<file path="config.mk">
export PLATFORM = sky130hd
export DESIGN_NAME = osc_sequencer
export DESIGN_NICKNAME = d
export VERILOG_FILES = /design/src/rtl/dds_osc_pkg.sv /design/src/rtl/sample_tick_gen.sv /design/src/rtl/osc_sequencer.sv
export SDC_FILE = /design/constraint.sdc
export NUM_CORES = 1
export LEC_CHECK = 0
export ABC_CLOCK_PERIOD_IN_PS = 6500
export CAP_MARGIN = 20
export CORE_UTILIZATION = 51
export DETAILED_ROUTE_END_ITERATION = 8
export GPL_ROUTABILITY_DRIVEN = 0
export HOLD_SLACK_MARGIN = 0.06
export PLACE_DENSITY = 0.85
export SETUP_SLACK_MARGIN = 0.1
export SLEW_MARGIN = 20
export SYNTH_ARGS = -nofsm -noshare
export SYNTH_HDL_FRONTEND = slang
export SYNTH_SLANG_ARGS = --single-unit
</file>
<file path="constraint.sdc">
create_clock -name Fg_CLK -period 6.5 [get_ports Fg_CLK]
set_clock_uncertainty 0.15 [all_clocks]
set_input_delay 1.3 -clock Fg_CLK [delete_from_list [all_inputs] [get_ports Fg_CLK]]
set_output_delay 1.3 -clock Fg_CLK [all_outputs]
set_load 0.03 [all_outputs]
</file>
<file path="src/rtl/dds_osc_pkg.sv">
// Shared definitions for the recursive sine oscillator sequencer: state encoding,
// ROM word offsets and datapath widths.
package dds_osc_pkg;

    localparam int COEF_W = 32;
    localparam int MODE_W = 3;

    localparam logic ROM_SIN_OFS = 1'b0;
    localparam logic ROM_COS_OFS = 1'b1;

    typedef enum logic [3:0] {
        S_IDLE    = 4'd0,
        S_FETCH0  = 4'd1,
        S_FETCH1  = 4'd2,
        S_FETCH2  = 4'd3,
        S_LOAD    = 4'd4,
        S_RUN     = 4'd5,
        S_RFETCH0 = 4'd6,
        S_RFETCH1 = 4'd7,
        S_RFETCH2 = 4'd8,
        S_RCOMMIT = 4'd9
    } seq_state_t;

    // States in which the oscillator is live and the sample tick keeps running
    function automatic logic is_run_state(input seq_state_t s);
        return (s == S_RUN) || (s == S_RFETCH0) || (s == S_RFETCH1) ||
               (s == S_RFETCH2) || (s == S_RCOMMIT);
    endfunction

endpackage

</file>
<file path="src/rtl/sample_tick_gen.sv">
// Sample-rate divider: emits a registered 1-cycle tick every SAMPLE_DIV cycles while run is high.
// The load/run inputs describe the coming cycle, so the tick lands exactly on the divider boundary.
module sample_tick_gen #(
    parameter int DIV_W      = 16,
    parameter int SAMPLE_DIV = 100
) (
    input  logic clk,
    input  logic rst,
    input  logic load,
    input  logic run,
    output logic tick
);

    localparam logic [DIV_W-1:0] RELOAD = DIV_W'(SAMPLE_DIV - 1);

    logic [DIV_W-1:0] count_r;

    // Down-counter with reload at zero; the tick is registered alongside the reload
    always_ff @(posedge clk or posedge rst) begin
        if (rst) begin
            count_r <= '0;
            tick    <= 1'b0;
        end else if (load) begin
            count_r <= RELOAD;
            tick    <= 1'b0;
        end else if (run) begin
            if (count_r == '0) begin
                count_r <= RELOAD;
                tick    <= 1'b1;
            end else begin
                count_r <= count_r - DIV_W'(1);
                tick    <= 1'b0;
            end
        end else begin
            tick <= 1'b0;
        end
    end

endmodule

</file>
<file path="src/rtl/osc_sequencer.sv">
// Oscillator sequencer: fetches the (sin, 2cos) coefficient pair from ROM, loads or retunes
// the oscillator, and drives the sample tick. All strobes are registered from the next state.
module osc_sequencer
    import dds_osc_pkg::*;
#(
    parameter int IDX_W      = 8,
    parameter int DIV_W      = 16,
    parameter int SAMPLE_DIV = 100,
    parameter int MIN_GAP    = 2
) (
    input  logic              Fg_CLK,
    input  logic              RESET,
    input  logic              Start,
    input  logic              Stop,
    input  logic              Cfg_Valid,
    output logic              Cfg_Ready,
    input  logic [IDX_W-1:0]  Cfg_FreqIdx,
    input  logic [MODE_W-1:0] Cfg_Mode,
    output logic              Rom_Rd,
    output logic [IDX_W:0]    Rom_Addr,
    input  logic [COEF_W-1:0] Rom_Data,
    output logic              Osc_Ready,
    output logic              Osc_Enable,
    output logic              Osc_FreqChng,
    output logic [MODE_W-1:0] Osc_Mode,
    output logic [COEF_W-1:0] Osc_Sinx,
    output logic [COEF_W-1:0] Osc_Cos2x,
    output logic              Running
);

    localparam int GAP_W = $clog2(MIN_GAP + 1);

    seq_state_t        state_r;
    seq_state_t        next_state_s;
    logic [IDX_W-1:0]  cfg_idx_r;
    logic [MODE_W-1:0] cfg_mode_r;
    logic [COEF_W-1:0] stage_sin_r;
    logic [GAP_W-1:0]  gap_r;
    logic              accept_s;
    logic [IDX_W-1:0]  fetch_idx_s;
    logic              rom_rd_s;
    logic [IDX_W:0]    rom_addr_s;
    logic              commit_s;

    // Stop masks acceptance in the same cycle, so no config slips in while halting
    assign Cfg_Ready = ~RESET & ~Stop &
                       ((state_r == S_IDLE) | ((state_r == S_RUN) & (gap_r == '0)));
    assign accept_s    = Cfg_Valid & Cfg_Ready;
    assign fetch_idx_s = accept_s ? Cfg_FreqIdx : cfg_idx_r;
    assign commit_s    = (next_state_s == S_LOAD) | (next_state_s == S_RCOMMIT);

    // Next-state decode; Stop has priority over every other request
    always_comb begin
        next_state_s = state_r;
        if (Stop) begin
            next_state_s = S_IDLE;
        end else begin
            case (state_r)
                S_IDLE:    next_state_s = Start ? S_FETCH0 : S_IDLE;
                S_FETCH0:  next_state_s = S_FETCH1;
                S_FETCH1:  next_state_s = S_FETCH2;
                S_FETCH2:  next_state_s = S_LOAD;
                S_LOAD:    next_state_s = S_RUN;
                S_RUN:     next_state_s = accept_s ? S_RFETCH0 : S_RUN;
                S_RFETCH0: next_state_s = S_RFETCH1;
                S_RFETCH1: next_state_s = S_RFETCH2;
                S_RFETCH2: next_state_s = S_RCOMMIT;
                S_RCOMMIT: next_state_s = S_RUN;
                default:   next_state_s = S_IDLE;
            endcase
        end
    end

    // ROM request for the coming cycle; the sin word uses a freshly accepted index directly
    always_comb begin
        rom_rd_s   = 1'b0;
        rom_addr_s = '0;
        case (next_state_s)
            S_FETCH0, S_RFETCH0: begin
                rom_rd_s   = 1'b1;
                rom_addr_s = {fetch_idx_s, ROM_SIN_OFS};
            end
            S_FETCH1, S_RFETCH1: begin
                rom_rd_s   = 1'b1;
                rom_addr_s = {cfg_idx_r, ROM_COS_OFS};
            end
            default: begin
                rom_rd_s   = 1'b0;
                rom_addr_s = '0;
            end
        endcase
    end

    // State, stored config, staging and registered oscillator-side outputs
    always_ff @(posedge Fg_CLK or posedge RESET) begin
        if (RESET) begin
            state_r      <= S_IDLE;
            cfg_idx_r    <= '0;
            cfg_mode_r   <= '0;
            stage_sin_r  <= '0;
            gap_r        <= '0;
            Rom_Rd       <= 1'b0;
            Rom_Addr     <= '0;
            Osc_Ready    <= 1'b0;
            Osc_FreqChng <= 1'b0;
            Osc_Mode     <= '0;
            Osc_Sinx     <= '0;
            Osc_Cos2x    <= '0;
            Running      <= 1'b0;
        end else begin
            state_r <= next_state_s;
            if (accept_s) begin
                cfg_idx_r  <= Cfg_FreqIdx;
                cfg_mode_r <= Cfg_Mode;
            end
            Rom_Rd <= rom_rd_s;
            if (rom_rd_s) begin
                Rom_Addr <= rom_addr_s;
            end
            if ((state_r == S_FETCH1) || (state_r == S_RFETCH1)) begin
                stage_sin_r <= Rom_Data;
            end
            // The 2cos word is on Rom_Data in the last fetch cycle, so it commits straight through
            if (commit_s) begin
                Osc_Sinx  <= stage_sin_r;
                Osc_Cos2x <= Rom_Data;
                Osc_Mode  <= cfg_mode_r;
            end
            Osc_Ready    <= (next_state_s == S_LOAD);
            Osc_FreqChng <= (next_state_s == S_RCOMMIT);
            Running      <= is_run_state(next_state_s);
            if (next_state_s == S_RCOMMIT) begin
                gap_r <= GAP_W'(MIN_GAP);
            end else if (next_state_s == S_LOAD) begin
                gap_r <= '0;
            end else if (Osc_Enable && (gap_r != '0)) begin
                gap_r <= gap_r - GAP_W'(1);
            end
        end
    end

    sample_tick_gen #(
        .DIV_W      (DIV_W),
        .SAMPLE_DIV (SAMPLE_DIV)
    ) u_tick (
        .clk  (Fg_CLK),
        .rst  (RESET),
        .load (next_state_s == S_LOAD),
        .run  (is_run_state(next_state_s)),
        .tick (Osc_Enable)
    );

endmodule

</file>
; Word-level counts from Yosys, hierarchy flattened
; Index checks and enable logic that the tools add are counted.
; W data, S select, Z words.
[totals]
register_bits = 146
inputBits = 48
output_inout_bits = 82
elab_cells = 74
[op_classes]
add_sub_neg = 2
eq_ne = 17
muxes = 16
n_bitwise = 8
reduce_logical = 16
[op_table]
columns = operator, n
row1 = $mux W16, 3
row2 = $pmux W4 S9, 1
row3 = $eq A4 B3 Y1 const B, 8
row4 = $pmux W9 S2, 1
row5 = $eq A4 B4 Y1 const B, 4
row6 = $logic_not A16 Y1, 1
row7 = $sub A16 B1 Y16 const B, 1
row8 = $eq A4 B2 Y1 const B, 3
row9 = $eq A4 B1 Y1 const B, 2
row10 = $mux W2, 4
row11 = $mux W8, 1
row12 = $reduce_or A2 Y1, 3
row13 = $logic_or A1 B1 Y1, 5
row14 = $mux W1, 5
row15 = $and A1 B1 Y1, 4
row16 = $logic_not A4 Y1, 1
row17 = $mux W4, 1
row18 = $reduce_bool A2 Y1, 2
row19 = $reduce_or A4 Y1, 1
row20 = $reduce_bool A3 Y1, 1
row21 = $logic_not A2 Y1, 1
row22 = $not A1 Y1, 2
row23 = $or A1 B1 Y1, 2
row24 = $sub A2 B1 Y2 const B, 1
row25 = $logic_and A1 B1 Y1, 1

; Longest topological paths before layout
[logic_depth]
ltp_word = 15
ltp_mapped = 11
ltp_nobuf = 9

; Hierarchy
; Synthesis repeated with hierarchy kept, for this count alone.
[unflattened]
hier_cells = 433
hier_area_um2 = 6043.3
[modules_own_cells]
columns = module, n_inst, cells_per_inst, area_each_um2, seq_area_each_um2
row1 = osc_sequencer, 1, 335, 5123.7, 3228.1
row2 = sample_tick_gen, 1, 98, 919.6, 425.4

; Worst setup path after synthesis
; OpenSTA, ideal clock, no wires.
[synth_path]
path_kind = input-to-output
startpoint = in RESET
endpoint = out Cfg_Ready
arrival_time_ps = 2347
required_time_ps = 5050
setup_slack_ps = 2703
path_stages = 2
path_buffers = 0
cell_sequence = or4_4 a21oi_1
[synth_via]
elab_chain_len = 3
[synth_rtl]
columns = item, line_no
row1 = start: declaration, osc_sequencer.sv:12  ; input logic RESET,
row2 = $not A1 Y1, osc_sequencer.sv:46  ; assign Cfg_Ready = ~RESET & ~Stop &
row3 = $and A1 B1 Y1 (2 in series), osc_sequencer.sv:46
row4 = end: declaration, osc_sequencer.sv:16  ; output logic Cfg_Ready,
; Every way passes these cells.

; Worst setup path in the final report
[layout_path]
startpoint = in Stop
endpoint = out Cfg_Ready
[layout_via]
elab_chain_len = 3
[layout_rtl]
columns = item, line_no
row1 = start: declaration, osc_sequencer.sv:14  ; input logic Stop,
row2 = $not A1 Y1, osc_sequencer.sv:46
row3 = $and A1 B1 Y1 (2 in series), osc_sequencer.sv:46
; Every way passes these cells.

==> run metrics <==
status finished with violations; failing checks design-rule violations; post-synthesis mux area share 18.46%; reg2reg start state_r[3]; pin count of the biggest net entering global routing 87; drt drc 30; CP max stage delay 0.73 ns; CP Launch Point Stop; share of post-route cells with drive strength above 1 21.24%; number of CTS-inserted buffers 17; antenna violations before repair 0; ys flop type dfrtp_1; Seq cells post-synth 146; Worst path top cell family by delay buffers and inverters; Skew-Pair Late Insertion Delay 0.41 ns; global-route wire length before repair 22210 um; WP data arrival 3.44 ns; Avg Inst Size Synth 13.01 um^2; slowest stage cell on the critical path clkdlybuf4s50_1; Root Driver clkbuf_16; wire per inst 17.78 um; htree depth 4; CTS Buffer Depth 2; Total Die Area 0.01240 mm^2; CP dominant cell by count clkdlybuf4s50_1; Worst Tran Pin Value 0.8860 ns; CP Class primary input to output port; Post-Synthesis Cells 469; Critical Path Start Type primary input; Worst R2R Setup Slack 2.85 ns; endpoints failing setup 0; width of the die 111.4 um; Final WS setup 1.610 ns; HPWL after DPL 8789 um; largest fanout on the critical path 11; Ant. Diodes 0; Initial Util 52.98%; Mapped Nets 520; footprint of the multi-input gates 0.002281 mm^2; nets 650; core area 0.01152 mm^2; RSZ-0062 raised after global routing false; CP Data Required Time 5.05 ns; Max Cap Viol 0; post-synthesis adder-cell area fraction 0.6153%; main combinational cell family by area after synthesis multiplexers; Syn-to-layout area delta 33.86%; Mapped Area 0.006101 mm^2; Worst Hold Class flop to flop; Slew HR 40.93%; TritonRoute pass-1 iters 6; hold_buf cts 0; Placed Area 0.007485 mm^2; power density cells 486.4 mW/mm^2; Clock Pin Slew Worst Setup and Hold Paths 0.06 ns; fillers 754; final hold slack 0.3261 ns; Synth Area in Compound Gates 8.491%; GRT Resource Usage Total 23.04%; DP Worst Slack 1.358 ns; vias 4215; post-CTS sizing 0; Routed Antenna Nets 0; final WL 13420 um; clk sink count 146; IO Pins 130; TritonCTS clock tree built; PortBufs 129; final max-slew violation count 0; register area 0.003654 mm^2; post-synth top area cell dfrtp_1; Layout Utilization 70.91%; CP Depth 4; P_leak 3.491 nW; mean number of vias per cell 5.583; cell with the most instances after synthesis dfrtp_1; VDD IR max 0.2424 mV; Final Hold Fails 0; Synth cell types 57; post-synth top area share 59.89%; crit path capture type output port; Post-Synth XOR/XNOR Area 0.1436%; asr flop ratio synth 100.0%; Final Critical Period 4.890 ns; FMAX 204.5 MHz; post-route cell area 0.008167 mm^2; Tcrit/Tclk final 75.23%; HP Start cfg_mode_r[2]; Row Count 39; Synth area leaders dfrtp_1 (60%), mux2_2 (15%), mux2_1 (3.5%), nand2_1 (2.9%), a221o_1 (2.0%); Post-CTS Setup Inserts 0; vias in the first global route 4315; Starting DRT DRC Count 260; crit-path cells clkdlybuf4s50_1 > or4_4 > a21oi_1 > clkdlybuf4s50_1; most common library cells after synthesis dfrtp_1 (146), mux2_2 (81), nand2_1 (47); Die Y 111.4 um; YS warnings 0; crit path buf inv count 2; Simple-Gate Fraction of Synth Area 9.495%; total congestion overflow 0; Reg-to-Reg End Osc_Cos2x[24]; CP Capture Point Cfg_Ready; Seq/Total Area, Yosys 59.89%; EDFF count, synth 0; setup TNS 0 ns; FF-to-FF path depth 6
routing by layer:
metal,vias to the layer above,track usage (%),wire (um)
met2,152,37.50,6452
met3,15,5.770,781
met5,-,0,0
li1,1952,-,-
met4,0,8.198,188
met1,2096,30.23,6001
flip-flops by register name (all words and copies together), names as in the netlist, 2 cells and up:
signal,count
state_r,4
gap_r,2
Osc_Cos2x,32
Rom_Addr,9
cfg_idx_r,8
Osc_Sinx,32
stage_sin_r,32
Osc_Mode,3
cfg_mode_r,3
u_tick.count_r,16
through the flow:
step / total power (W) / cells
after floorplan: 0.002270 / 469
after global placement: 0.002834 / 722
after detailed placement: 0.002895 / 722
after CTS: 0.004002 / 754
after global routing: 0.004153 / 755
final: 0.003972 / 755
area by class of cell:
cell class / count / area share [%]
sequential: 146 / 44.74
multi-input combinational: 287 / 27.93
timing repair buffer: 133 / 16.27
clock buffer: 18 / 5.378
clock inverter: 14 / 2.788
tap: 143 / 2.191
inverter: 14 / 0.7048
cell usage in the layout, fill, tap and decap left out, drive strengths merged, types with 8 or more instances in the layout:
master         synthesis  final
a21oi                 22     22
a221o                 12     12
clkbuf                10     18
clkdlybuf4s50          0    129
dfrtp                146    146
inv                   13     15
mux2                 100    100
nand2                 48     48
nand3                 12     12
nor2                  13     13
nor3                   9      9
o21ai                  8      8
where the power goes:
| group | switching, W | internal (W) | leakage [nW] |
|---|---|---|---|
| sequential | 0.000199 | 0.00126 | 1.77 |
| clock | 0.000389 | 0.000698 | 0.315 |
| combinational | 0.000760 | 0.000666 | 1.40 |
| total | 0.00135 | 0.00262 | 3.49 |
how the worst min path moves through the flow:
stage | depth (start not counted) | slack [ns] | end
global route | 1 | 0.34 | Osc_Cos2x[15]
floorplan | 2 | 0.29 | cfg_mode_r[0]
detailed placement | 2 | 0.32 | cfg_mode_r[2]
finish | 2 | 0.33 | cfg_mode_r[2]
global placement | 2 | 0.31 | cfg_idx_r[7]
CTS | 2 | 0.33 | cfg_mode_r[2]
kinds of logic (layout without fill, tap and decap cells):
logic type / count (synthesis) / count (layout)
flops: 146 / 146
simple gates: 116 / 116
buf+inv: 36 / 179
compound gates: 67 / 67
mux: 100 / 100
fa+ha+maj: 3 / 3
xor+xnor: 1 / 1
worst min-delay path: stages, from the launching register on:
cell     delay (ns)
dfrtp_1        0.34
nand2_1        0.05
nand2_1        0.05
No activity file was read; power rests on OpenSTA's default activity.
